$ cat config.mk
export PLATFORM = sky130hd
export DESIGN_NAME = irq_trap_controller
export DESIGN_NICKNAME = d
export VERILOG_FILES = /design/src/rtl/trap_pkg.sv /design/src/rtl/irq_prio_enc.sv /design/src/rtl/irq_trap_controller.sv
export SDC_FILE = /design/constraint.sdc
export NUM_CORES = 1
export LEC_CHECK = 0
export CAP_MARGIN = 0
export CORE_ASPECT_RATIO = 0.9
export CORE_UTILIZATION = 42
export DETAILED_ROUTE_END_ITERATION = 10
export GPL_TIMING_DRIVEN = 1
export PLACE_DENSITY = 0.8
export SLEW_MARGIN = 20
export SYNTH_ARGS = -nofsm -noshare
export SYNTH_HDL_FRONTEND = slang
export SYNTH_SLANG_ARGS = --single-unit
export TNS_END_PERCENT = 100
$ cat constraint.sdc
create_clock -name clk -period 3 [get_ports clk]
set_input_delay 0.3 -clock clk [delete_from_list [all_inputs] [get_ports clk]]
set_output_delay 0.3 -clock clk [all_outputs]
set_load 0.1 [all_outputs]
$ cat src/rtl/trap_pkg.sv
// Shared types and constants for the trap/interrupt controller.
// FSM state encoding, ecall cause code and mtvec mode field value.
package trap_pkg;

  typedef enum logic [1:0] {
    ST_IDLE,
    ST_ENTER,
    ST_ACTIVE,
    ST_RETURN
  } trap_state_e;

  localparam int          CAUSE_ECALL       = 11;
  localparam logic [1:0]  MTVEC_MODE_VEC    = 2'b01;
  localparam int          IRQ_CODE_BASE_DEF = 16;

endpackage

$ cat src/rtl/irq_prio_enc.sv
// Find-first-set encoder: lowest set request index wins.
// Produces a valid flag and the winning index.
module irq_prio_enc #(
  parameter int N  = 4,
  parameter int IW = (N > 1) ? $clog2(N) : 1
) (
  input  logic [N-1:0]  req_i,
  output logic          valid_o,
  output logic [IW-1:0] idx_o
);

  // Scan downward so the lowest set index is the last to write idx_o
  always_comb begin
    valid_o = 1'b0;
    idx_o   = '0;
    for (int i = N - 1; i >= 0; i--) begin
      if (req_i[i]) begin
        valid_o = 1'b1;
        idx_o   = IW'(i);
      end
    end
  end

endmodule

$ cat src/rtl/irq_trap_controller.sv
// Trap/interrupt controller: edge-latched IRQs, ecall, fixed priority,
// mcause/mepc capture, vectored mtvec and a four-state entry/return FSM.
module irq_trap_controller
  import trap_pkg::*;
#(
  parameter int NUM_IRQ       = 4,
  parameter int XLEN          = 32,
  parameter int IRQ_CODE_BASE = IRQ_CODE_BASE_DEF
) (
  input  logic               clk,
  input  logic               Rst,
  input  logic [NUM_IRQ-1:0] irq,
  input  logic [NUM_IRQ-1:0] irq_en,
  input  logic               global_ie,
  input  logic               ecall,
  input  logic               trap_ret,
  input  logic               mem_hold,
  input  logic [XLEN-1:0]    pc_in,
  input  logic [XLEN-1:0]    mtvec,
  output logic               trapping,
  output logic               trigger_trap,
  output logic               trigger_trap_ret,
  output logic [XLEN-1:0]    mcause,
  output logic [XLEN-1:0]    mepc,
  output logic [XLEN-1:0]    trap_vector,
  output logic [NUM_IRQ-1:0] pending,
  output logic               trap_drop
);

  localparam int IW = (NUM_IRQ > 1) ? $clog2(NUM_IRQ) : 1;

  trap_state_e        state_q, state_d;
  logic [NUM_IRQ-1:0] irq_q;
  logic [NUM_IRQ-1:0] pend_q, pend_d, pend_clr;
  logic [XLEN-1:0]    mcause_q, mcause_d;
  logic [XLEN-1:0]    mepc_q, mepc_d;
  logic [XLEN-1:0]    tvec_q, tvec_d;

  logic               irq_vld;
  logic [IW-1:0]      irq_idx;
  logic [XLEN-1:0]    code;
  logic [XLEN-1:0]    base;

  irq_prio_enc #(
    .N  (NUM_IRQ),
    .IW (IW)
  ) u_prio (
    .req_i   (pend_q & irq_en & {NUM_IRQ{global_ie}}),
    .valid_o (irq_vld),
    .idx_o   (irq_idx)
  );

  assign code = XLEN'(IRQ_CODE_BASE) + XLEN'(irq_idx);
  assign base = {mtvec[XLEN-1:2], 2'b00};

  // Next-state, cause/vector capture and one-cycle pulses
  always_comb begin
    state_d          = state_q;
    mcause_d         = mcause_q;
    mepc_d           = mepc_q;
    tvec_d           = tvec_q;
    pend_clr         = '0;
    trigger_trap     = 1'b0;
    trigger_trap_ret = 1'b0;
    trap_drop        = 1'b0;
    unique case (state_q)
      ST_IDLE: begin
        if (!mem_hold && (ecall || irq_vld)) begin
          state_d = ST_ENTER;
          mepc_d  = pc_in;
          if (ecall) begin
            mcause_d = XLEN'(CAUSE_ECALL);
            tvec_d   = base;
          end else begin
            mcause_d = {1'b1, code[XLEN-2:0]};
            tvec_d   = (mtvec[1:0] == MTVEC_MODE_VEC)
                     ? base + (code << 2) : base;
            pend_clr = NUM_IRQ'(1) << irq_idx;
          end
        end
      end
      ST_ENTER: begin
        if (!mem_hold) begin
          trigger_trap = 1'b1;
          state_d      = ST_ACTIVE;
        end
      end
      ST_ACTIVE: begin
        trap_drop = ecall;
        if (trap_ret) state_d = ST_RETURN;
      end
      ST_RETURN: begin
        if (!mem_hold) begin
          trigger_trap_ret = 1'b1;
          state_d          = ST_IDLE;
        end
      end
      default: state_d = ST_IDLE;
    endcase
  end

  // A new rising edge beats a same-cycle clear of the taken channel
  assign pend_d = (pend_q & ~pend_clr) | (irq & ~irq_q);

  // State and capture registers
  always_ff @(posedge clk or negedge Rst) begin
    if (!Rst) begin
      state_q  <= ST_IDLE;
      irq_q    <= '0;
      pend_q   <= '0;
      mcause_q <= '0;
      mepc_q   <= '0;
      tvec_q   <= '0;
    end else begin
      state_q  <= state_d;
      irq_q    <= irq;
      pend_q   <= pend_d;
      mcause_q <= mcause_d;
      mepc_q   <= mepc_d;
      tvec_q   <= tvec_d;
    end
  end

  assign trapping    = (state_q == ST_ENTER) || (state_q == ST_ACTIVE);
  assign mcause      = mcause_q;
  assign mepc        = mepc_q;
  assign trap_vector = tvec_q;
  assign pending     = pend_q;

endmodule

# Word-level counts from Yosys, hierarchy flattened
# Cells that the tools add are included.
# word_totals
output_inout_bits,104
word_cells,54
inputBits,78
regBits,106
# op_classes
n_reduce_logical,7
muxes,23
bitwise,7
n_shift,1
eq_ne,8
n_addsub,2
# op_table
cell,count
$mux W32,3
$add A32 B8 Y32,1
$and A4 B4 Y4,4
$mux W2,8
$mux W4,3
$mux W1,8
$ne A2 B2 Y1 const B,4
$not A4 Y4,2
$pmux W2 S4,1
$add A5 B2 Y6 const A,1
$eq A2 B1 Y1 const B,2
$eq A2 B2 Y1 const B,2
$or A4 B4 Y4,1
$reduce_and A4 Y1,1
$shl A1 B2 Y4 const A,1
$logic_not A2 Y1,1
$logic_or A1 B1 Y1,2
$reduce_and A2 Y1,1
$logic_and A1 B1 Y1,1
$logic_not A1 Y1,1

# Depth between registers and ports, before layout
# Gate-level depths: netlist (run 1).
# logic_depth
depth_word,13
mapped_depth,10
depth_no_buf,9

# By module
# A second synthesis (run 1) with hierarchy kept.
# unflattened
cells_unflattened,359
hier_area_um2,3823.7
# modules_own_cells
mod,seq_area_each_um2,cells_each,area_each_um2,n_inst
irq_trap_controller,1901.8,352,3788.6,1
irq_prio_enc,0.0,7,35.0,1

# Worst setup path after synthesis (run 1)
# OpenSTA, ideal clock, no wires.
# synth_path
kind,flip-flop to flip-flop
from,register pend_q[1] (netlist: pending[1])
to,register tvec_q[12] (netlist: trap_vector[12])
arrival_time_ns,2.841
stages_incl_launch_ff,10
path_buffers,1
period_less_slack_ns,2.976
slack_ns,0.024
setup_time_ns,0.135
required_ns,2.865
cell_sequence,dfrtp_1 -> a22oi_1 -> and3_1 -> xor2_1 -> ha_1 -> a41o_1 -> a21oi_1 -> buf_2 -> xnor2_1 -> o21ai_0
# synth_between
elab_chain_cells,8
word_cells_on_any_way,13
cone_classes,2 x add/sub; 6 x mux; 2 x bitwise; 3 x reduce/logical
# synth_lines
item,line,rtl
"start, declared",irq_trap_controller.sv:34,"logic [NUM_IRQ-1:0] pend_q, pend_d, pend_clr;"
"start signal, assigned",irq_trap_controller.sv:117,pend_q <= pend_d;
$and A4 B4 Y4 * (2 in a row),irq_trap_controller.sv:48,".req_i (pend_q & irq_en & {NUM_IRQ{global_ie}}),"
$mux W2 (2 in a row),irq_prio_enc.sv:17,if (req_i[i]) begin
$add A5 B2 Y6,irq_trap_controller.sv:53,assign code = XLEN'(IRQ_CODE_BASE) + XLEN'(irq_idx);
$add A32 B8 Y32,irq_trap_controller.sv:77,? base + (code << 2) : base;
$mux W32,irq_trap_controller.sv:77,
$mux W32,irq_trap_controller.sv:71,if (ecall) begin
"end signal, assigned",irq_trap_controller.sv:120,tvec_q <= tvec_d;
"end, declared",irq_trap_controller.sv:37,"logic [XLEN-1:0] tvec_q, tvec_d;"
# Every way passes the cells marked *; elsewhere a longest branch is shown, timed or not.
# A chain may end at the register's enable or synchronous reset.

# Final worst setup path (run 1)
# layout_path
from,input irq_en[2]
to,register tvec_q[26] (netlist: trap_vector[26])
# layout_between
elab_chain_cells,9
word_cells_on_any_way,15
cone_classes,2 x add/sub; 8 x mux; 2 x bitwise; 3 x reduce/logical
# layout_lines
item,line,rtl
"start, declared",irq_trap_controller.sv:13,"input logic [NUM_IRQ-1:0] irq_en,"
$and A4 B4 Y4 * (2 in a row),irq_trap_controller.sv:48,
$mux W2 (3 in a row),irq_prio_enc.sv:17,
$add A5 B2 Y6,irq_trap_controller.sv:53,
$add A32 B8 Y32,irq_trap_controller.sv:77,
$mux W32,irq_trap_controller.sv:77,
$mux W32,irq_trap_controller.sv:71,
# Marks and branches as above.

==> metrics, run 1 <==
cts repair resizes=0; mapped cell area=3960 um2; Hold Fails Final Rpt=0; Worst setup startpoint=irq_en[2]; final-report setup violation count=0; TritonCTS clock tree=done; Setup CP Type=input pin to register; layout cells sized above 1=13.4%; Root Buffer=clkbuf_8; die width=104 um; CTS Buffer Depth=2; post-route ant nets=0; GP Congestion=0.831; initial antenna violation count=0; largest net degree at the start of global routing=77; Yosys top cell area share=48.0%; min cycle time layout=2.47 ns; IO Pins=182; CP endpoint kind=register; FMAX=405 MHz; fin crit share=82.4%; overall die area=9830 um2; R2R setup slack=0.55 ns; Yosys top cell by area=dfrtp_1; CP max stage delay=0.48 ns; FF-to-FF End=trap_vector[26]; startpoint class of the critical path=input pin; CP endpoint=trap_vector[26]; FF+latch count, synth=76; Post-synth EDFFs=0; Mean Syn Cell Area=8.62 um2; row cnt=33; top post-synthesis cells by area=dfrtp_1 48%, nand2_1 13%, buf_4 5.7%; CP max FO=19; Global Route Usage Sum=20.9%; Detailed Place HPWL=7.58 mm; DRT Pass-1 Iters=4; Clk pin slew, worst setup/hold paths=0.08 ns; starting density of the core=43.4%; critical-path cell list=clkdlybuf4s50_1, a22o_1, and3_1, xor2_1, ha_1, a41o_1, a21oi_1, buf_4, or4_1, a31oi_1; post-DR vias/cell=5.10; number of CTS-inserted buffers=9; most frequent cell after synthesis=nand2_1; DRC errors left=0; Mapped Cells=460; Avg WL per Cell=13.8 um; ys async rst share=100%; number of global-route vias before repair=3,461; RSZ-0062 raised after global routing=false; Worst Max-Slew Pin Slew=1.01 ns; post-synthesis sequential area ratio=48.0%; Synth Flop Type=dfrtp_1; slew margin rel.=32.7%; CTS Sinks=76; CP max stage cell=clkdlybuf4s50_1; Ant. Diodes=0; Clock Skew=0.0112 ns; Reg-to-Reg Start=pending[3]; CP arrival=2.73 ns; Area growth, synth to finish=42.1%; fin nets=692; Detailed Route WL=10.1 mm; Die H=94.2 um; status=finished clean; DR vias=3,748; Post-CTS Setup Inserts=0; WP data required=3.26 ns; htree depth=3; drt first-iter violations=180; first-pass GRT wire length=16.4 mm; core area=9130 um2; max-slew violations=0; GR Overflow Total=0; Max Cap Viol=0; Post-synth top cells=132 x nand2_1, 76 x dfrtp_1, 30 x buf_4, 30 x o21ai_0; synth warn=0; worst r2r path cells=9; setup TNS=0 ns; CTS Hold Bufs=0; worst-skew pair later-pin latency=0.34 ns; post-synth cell types=43; PortBufs=152; HP Class=input pin to asynchronous set/reset pin
[cell type report]
type | count | area, um2
Timing Repair Buffer | 163 | 1510
Fill cell | 804 | 3490
Inverter | 11 | 41.3
Multi-Input combinational cell | 347 | 1810
Clock buffer | 9 | 124
Sequential cell | 76 | 1900
Tap cell | 122 | 153
Clock inverter | 7 | 98.8
[cells by family (layout without fill, tap and decap cells)]
group | count (synthesis) | in the layout | synth area share [%]
flops | 76 | 76 | 48.0
xor+xnor | 9 | 9 | 1.99
other cells | 1 | 29 | 0.0946
compound gates | 89 | 89 | 14.2
fa+ha+maj | 6 | 6 | 1.89
buf+inv | 65 | 190 | 9.44
simple gates | 214 | 214 | 24.4
[layout by cell type (no fill, tap or decap), types with 7 or more instances in the layout]
master	netlist	final
nand2_1	132	132
nor2_1	25	25
dfrtp_1	76	76
and3_1	8	8
o21ai_0	30	30
conb_1	1	29
clkdlybuf4s50_1	0	104
inv_1	11	11
a31oi_1	25	25
clkbuf_8	0	9
o31ai_1	11	11
or4_1	10	10
nand3_1	10	10
xnor2_1	7	7
buf_4	30	57
or3_1	10	10
[critical path, delay by kind of cell]
kind	cells	cell delay, ns
adders and majority gates	1	0.18
buffers and inverters	2	0.67
AOI/OAI and AO/OA	4	0.61
and+or+nand+nor	2	0.78
xor gates and xnor gates	1	0.17
[per-layer routing]
layer / up-vias / part of all wire [%] / wire length (um) / track usage [%]
met5: - / 0 / 0 / 0
met4: 0 / 1.4 / 144 / 7.62
met3: 14 / 7.9 / 804 / 4.51
met2: 167 / 47 / 4790 / 35.8
met1: 1744 / 43 / 4390 / 26.2
li1: 1823 / - / - / -
[through the flow]
stage | utilization, % | setup slack [ns] | cell area, um2 | instances | hold slack (ns)
floorplan | - | 0.0239 | 4070 | 488 | 0.00441
global placement | 59.3 | 0.307 | 5410 | 719 | 0.404
detailed placement | 59.3 | 0.165 | 5410 | 719 | 0.419
CTS | 61.7 | 0.539 | 5630 | 735 | 0.133
global route | 61.7 | 0.358 | 5630 | 735 | 0.187
finish | 61.7 | 0.528 | 5630 | 735 | 0.0955
[registers in the layout (all words and copies together), names as in the netlist]
register / flops
irq_q: 4
mcause: 4
mepc: 32
pending: 4
state_q: 2
trap_vector: 30
[worst min path at each step]
| stage | startpoint | to | slack [ns] | cells past startpoint |
|---|---|---|---|---|
| 2_1_floorplan | Rst | irq_q[0] | 0.004 | 0 |
| 3_5_place_dp | irq_q[0] | pending[0] | 0.42 | 1 |
| 4_1_cts | Rst | mepc[17] | 0.13 | 1 |
| 6_report | Rst | mepc[17] | 0.1 | 1 |
| 3_3_place_gp | irq_q[0] | pending[0] | 0.40 | 1 |
| 5_1_grt | Rst | mepc[17] | 0.19 | 1 |
Power of run 1 is left out: the tool's default activity adds up to more than one toggle a clock period on the data nets, which glitch-free logic cannot reach.
==> inputs of run 2 (changes only) <==
--- a/config.mk
+++ b/config.mk
@@ -7,10 +7,10 @@
 export LEC_CHECK = 0
 export CAP_MARGIN = 0
 export CORE_ASPECT_RATIO = 0.9
-export CORE_UTILIZATION = 42
+export CORE_UTILIZATION = 38
 export DETAILED_ROUTE_END_ITERATION = 10
 export GPL_TIMING_DRIVEN = 1
-export PLACE_DENSITY = 0.8
+export PLACE_DENSITY = 0.77
 export SLEW_MARGIN = 20
 export SYNTH_ARGS = -nofsm -noshare
 export SYNTH_HDL_FRONTEND = slang
==> constraint.sdc (replaced) <==
create_clock -name clk -period 2.1 [get_ports clk]
set_input_delay 0.21 -clock clk [delete_from_list [all_inputs] [get_ports clk]]
set_output_delay 0.21 -clock clk [all_outputs]
set_load 0.1 [all_outputs]
==> run 2 against run 1 <==
Against the previous run: the flow now finishes with violations (negative setup slack); non-clock buffer count up 35; worst setup slack worse by 0.63 ns; core utilization about the same; die area up 10%; critical path depth down 2; via count up 4.6%; cell count up 5.7%; cell area up 8.7%; worst hold slack worse by 0.088 ns; first-iteration DRC count up 22%; sequential share of layout area down 2.4 points; critical path type is now register to register.
==> metrics, run 2 (synthesis gave the netlist of run 1 again) <==
Worst Max-Slew Pin Slew=0.948 ns; worst-skew pair later-pin latency=0.33 ns; number of global-route vias before repair=3,741; PortBufs=152; overall die area=10,800 um2; Post-Layout Cell Count=777; Worst setup startpoint=pending[3]; fin worst setup slack=-0.0970 ns; CP endpoint kind=register; row cnt=34; post-route ant nets=0; CP arrival=2.39 ns; CP max stage cell=dfrtp_4; DR vias=3,921; status=finished with violations; post-DR vias/cell=5.05; CP endpoint=trap_vector[12]; Clk pin slew, worst setup/hold paths=0.06 ns; Global Route Usage Sum=20.9%; fin crit share=105%; drt first-iter violations=220; WP data required=2.29 ns; slew margin rel.=36.8%; IO Pins=182; max-slew violations=0; FMAX=455 MHz; htree depth=3; min cycle time layout=2.20 ns; DP Cell Count=754; DRC errors left=0; Reg-to-Reg Start=pending[3]; initial antenna violation count=0; largest net degree at the start of global routing=77; starting density of the core=40.0%; die width=110 um; Crit path max-delay family=compound AO/OA/AOI/OAI gates; number of CTS-inserted buffers=9; failing checks=negative setup slack; worst r2r path cells=8; Detailed Place HPWL=8.04 mm; core area=9910 um2; TritonCTS clock tree=done; Hold Fails Final Rpt=0; commonest non-fill, non-tap cells in the layout=129 x nand2_1, 115 x buf_4, 76 x clkdlybuf4s50_1; CTS Hold Bufs=0; fin nets=730; HP Class=input pin to asynchronous set/reset pin; GR Overflow Total=0; critical-path cell list=a22o_4, and3_4, xor2_1, ha_2, a41o_4, a21oi_2, xnor2_1, o21ai_0; CTS Buffer Depth=2; Clock Skew=0.00444 ns; layout cells sized above 1=25.7%; FF-to-FF End=trap_vector[12]; first-pass GRT wire length=17.6 mm; Root Buffer=clkbuf_16; CP max stage delay=0.49 ns; RSZ-0062 raised after global routing=true; GP Congestion=0.834; Max Cap Viol=0; CP max FO=5; commonest non-fill, non-tap cell in the layout=nand2_1; R2R setup slack=-0.1 ns; number of flip-flops under the largest register name=32; Area growth, synth to finish=54.4%; Avg WL per Cell=14.4 um; final-report setup violation count=16; Die H=98.9 um; Setup CP Type=register to register; startpoint class of the critical path=register; CP bufs+invs=0; Detailed Route WL=11.2 mm; DRT Pass-1 Iters=4; Critical Path Stages=8; CTS Sinks=76; Ant. Diodes=0
[run 2: layout make-up]
| type | count | area [um2] |
|---|---|---|
| Tap cell | 126 | 158 |
| Clock inverter | 7 | 81.3 |
| Multi-Input combinational cell | 350 | 1930 |
| Clock buffer | 9 | 225 |
| Sequential cell | 76 | 1920 |
| Fill cell | 842 | 3790 |
| Inverter | 11 | 41.3 |
| Timing Repair Buffer | 198 | 1760 |
[run 2: worst min path at each step]
stage	cells past startpoint	endpoint	start
final	1	mepc[25]	Rst
after global routing	1	mepc[27]	Rst
after CTS	1	mepc[27]	Rst
after detailed placement	1	pending[0]	irq_q[0]
after global placement	1	pending[0]	irq_q[0]
after floorplan	0	irq_q[0]	Rst
[run 2: timing repair]
item,4_1_cts,5_1_grt
cloned,3,0
setup endpoints to repair,17,27
pin swaps,18,8
gates resized for setup,4,7
setup buffers,5,0
[run 2: through the flow]
| step | hold WS (ns) | setup slack [ns] | setup TNS (ns) | util (%) | cell area, um2 |
|---|---|---|---|---|---|
| 2_1_floorplan | -0.0856 | -0.275 | -4.00 | - | 4160 |
| 3_3_place_gp | 0.399 | -0.340 | -6.04 | 57.7 | 5720 |
| 3_5_place_dp | 0.411 | -0.431 | -8.16 | 57.7 | 5720 |
| 4_1_cts | 0.0712 | -0.0895 | -0.721 | 61.6 | 6110 |
| 5_1_grt | 0.0994 | -0.201 | -2.90 | 61.8 | 6120 |
| 6_report | 0.00747 | -0.0970 | -0.798 | 61.8 | 6120 |
[run 2: layer usage]
layer  track usage [%]  share of wire [%]  vias to the layer above
met5                 0                  0                        -
met4              6.67                1.5                        0
met3              4.30                6.8                       12
met2              38.1                 50                      155
met1              24.1                 41                     1849
li1                  -                  -                     1905
Power of run 2 is left out for the same reason.
==> inputs of run 3 (changes only) <==
--- a/config.mk
+++ b/config.mk
@@ -10,7 +10,7 @@
 export CORE_UTILIZATION = 38
 export DETAILED_ROUTE_END_ITERATION = 10
 export GPL_TIMING_DRIVEN = 1
-export PLACE_DENSITY = 0.77
+export PLACE_DENSITY = 0.78
 export SLEW_MARGIN = 20
 export SYNTH_ARGS = -nofsm -noshare
 export SYNTH_HDL_FRONTEND = slang
==> run 3 against run 2 <==
Against the previous run: the flow still finishes with violations (negative setup slack); worst hold slack better by 0.34 ns; global-route usage shrank 0.69 points; wire length decreased by 0.22%; cell area increased by 3.0%; cell count is 0.90% higher; flip-flop and latch count is the same; critical path depth stayed put; register-to-register slack worse by 0.07 ns; clock skew decreased by 0.00090 ns; fmax decreased by 2.9%; worst setup slack got worse by 0.065 ns.
==> metrics, run 3 (synthesis gave the netlist of run 1 again) <==
row cnt=34; post-DR vias/cell=5.01; Setup CP Type=register to register; core area=9910 um2; DR vias=3,926; Root Buffer=clkbuf_16; Avg WL per Cell=14.3 um; CP max FO=5; drt first-iter violations=145; RSZ-0062 raised after global routing=true; initial antenna violation count=0; Detailed Place HPWL=8.02 mm; DRT Pass-1 Iters=4; fin nets=737; GR Overflow Total=0; TritonCTS clock tree=done; CTS Buffer Depth=2; min cycle time layout=2.26 ns; Worst Max-Slew Pin Slew=0.505 ns; largest net degree at the start of global routing=52; layout cells sized above 1=27.4%; htree depth=3; FMAX=442 MHz; failing checks=negative setup slack; starting density of the core=40.0%; PortBufs=152; CP arrival=2.50 ns; max-slew violations=0; DRC errors left=0; Detailed Route WL=11.2 mm; Hold Fails Final Rpt=0; final-report setup violation count=19; WP data required=2.34 ns; die width=110 um; overall die area=10,800 um2; CTS Sinks=76; Clock Skew=0.00354 ns; Global Route Usage Sum=20.2%; commonest non-fill, non-tap cells in the layout=127 x nand2_1, 117 x buf_4, 76 x clkdlybuf4s50_1; fin crit share=108%; fin worst setup slack=-0.163 ns; DP Worst Slack=-0.423 ns; Max Cap Viol=0; final core occ=63.6%; Die H=98.9 um; HP Class=input pin to register; CP endpoint kind=register; worst hold slack=0.351 ns; first-pass GRT wire length=17.3 mm; number of global-route vias before repair=3,737; startpoint class of the critical path=register; GP Congestion=0.906; post-route ant nets=0; number of flip-flops under the largest register name=32; slew margin rel.=66.4%; Ant. Diodes=0; worst-skew pair later-pin latency=0.32 ns; number of CTS-inserted buffers=9; IO Pins=182; Area growth, synth to finish=59.0%; status=finished with violations; Clk pin slew, worst setup/hold paths=0.06 ns; commonest non-fill, non-tap cell in the layout=nand2_1
==> run 3: cell types whose count changed in the layout (fill, tap and decap cells not counted), sizes merged <==
| cell | change |
|---|---|
| inv | +1 |
| buf | +5 |
| clkbuf | +1 |
| dlygate4sd3 | +1 |
| bufinv | +1 |
| clkinv | -2 |
==> run 3: per-stage QoR <==
stage | setup TNS [ns] | cells | instance area, um2
global route | -3.32 | 784 | 6300
global placement | -6.18 | 753 | 5710
floorplan | -4.00 | 488 | 4160
finish | -1.46 | 784 | 6300
detailed placement | -7.81 | 753 | 5710
CTS | -1.90 | 775 | 6180
==> run 3: final timing paths <==
kind / startpoint / endpoint / slack (ns) / depth (start not counted)
max: pending[0] / trap_vector[20] / -0.16 / 8
min: irq[0] / irq_q[0] / 0.35 / 1
max reg2reg: pending[0] / trap_vector[20] / -0.16 / 8
min reg2reg: irq_q[2] / pending[2] / 0.41 / 1
max in group asynchronous: Rst / mepc[11] / 1.13 / 3
min in group asynchronous: Rst / mepc[12] / 0.39 / 2
==> run 3: final cells by class <==
cell class / instances / area (um2)
Sequential cell: 76 / 1920
Clock buffer: 9 / 225
Tap cell: 126 / 158
Inverter: 11 / 41.3
Multi-Input combinational cell: 350 / 2010
Clock inverter: 7 / 105
Timing Repair Buffer: 205 / 1850
Fill cell: 836 / 3610
==> run 3: what timing repair did <==
action	4_1_cts	5_1_grt
pin swaps	27	17
setup endpoints to repair	16	25
hold buffers	1	0
endpoints found under the hold margin	36	0
buffers inserted	7	6
cloned	2	4
gates resized for setup	14	22
==> run 3: layer usage <==
| layer | global-route usage (%) | part of all wire, % | up-vias |
|---|---|---|---|
| met3 | 3.90 | 6.3 | 15 |
| met5 | 0 | 0 | - |
| met4 | 6.26 | 1.2 | 0 |
| li1 | - | - | 1926 |
| met1 | 25.3 | 42 | 1844 |
| met2 | 34.8 | 50 | 141 |
==> run 3: critical path: stages, from the launching register on <==
cell,delay [ns]
dfrtp_4,0.51
a22oi_2,0.17
and3_4,0.23
xor2_1,0.16
ha_2,0.21
a41o_4,0.16
a21oi_4,0.10
or4_1,0.47
a31oi_1,0.16
Power of run 3 is left out for the same reason.
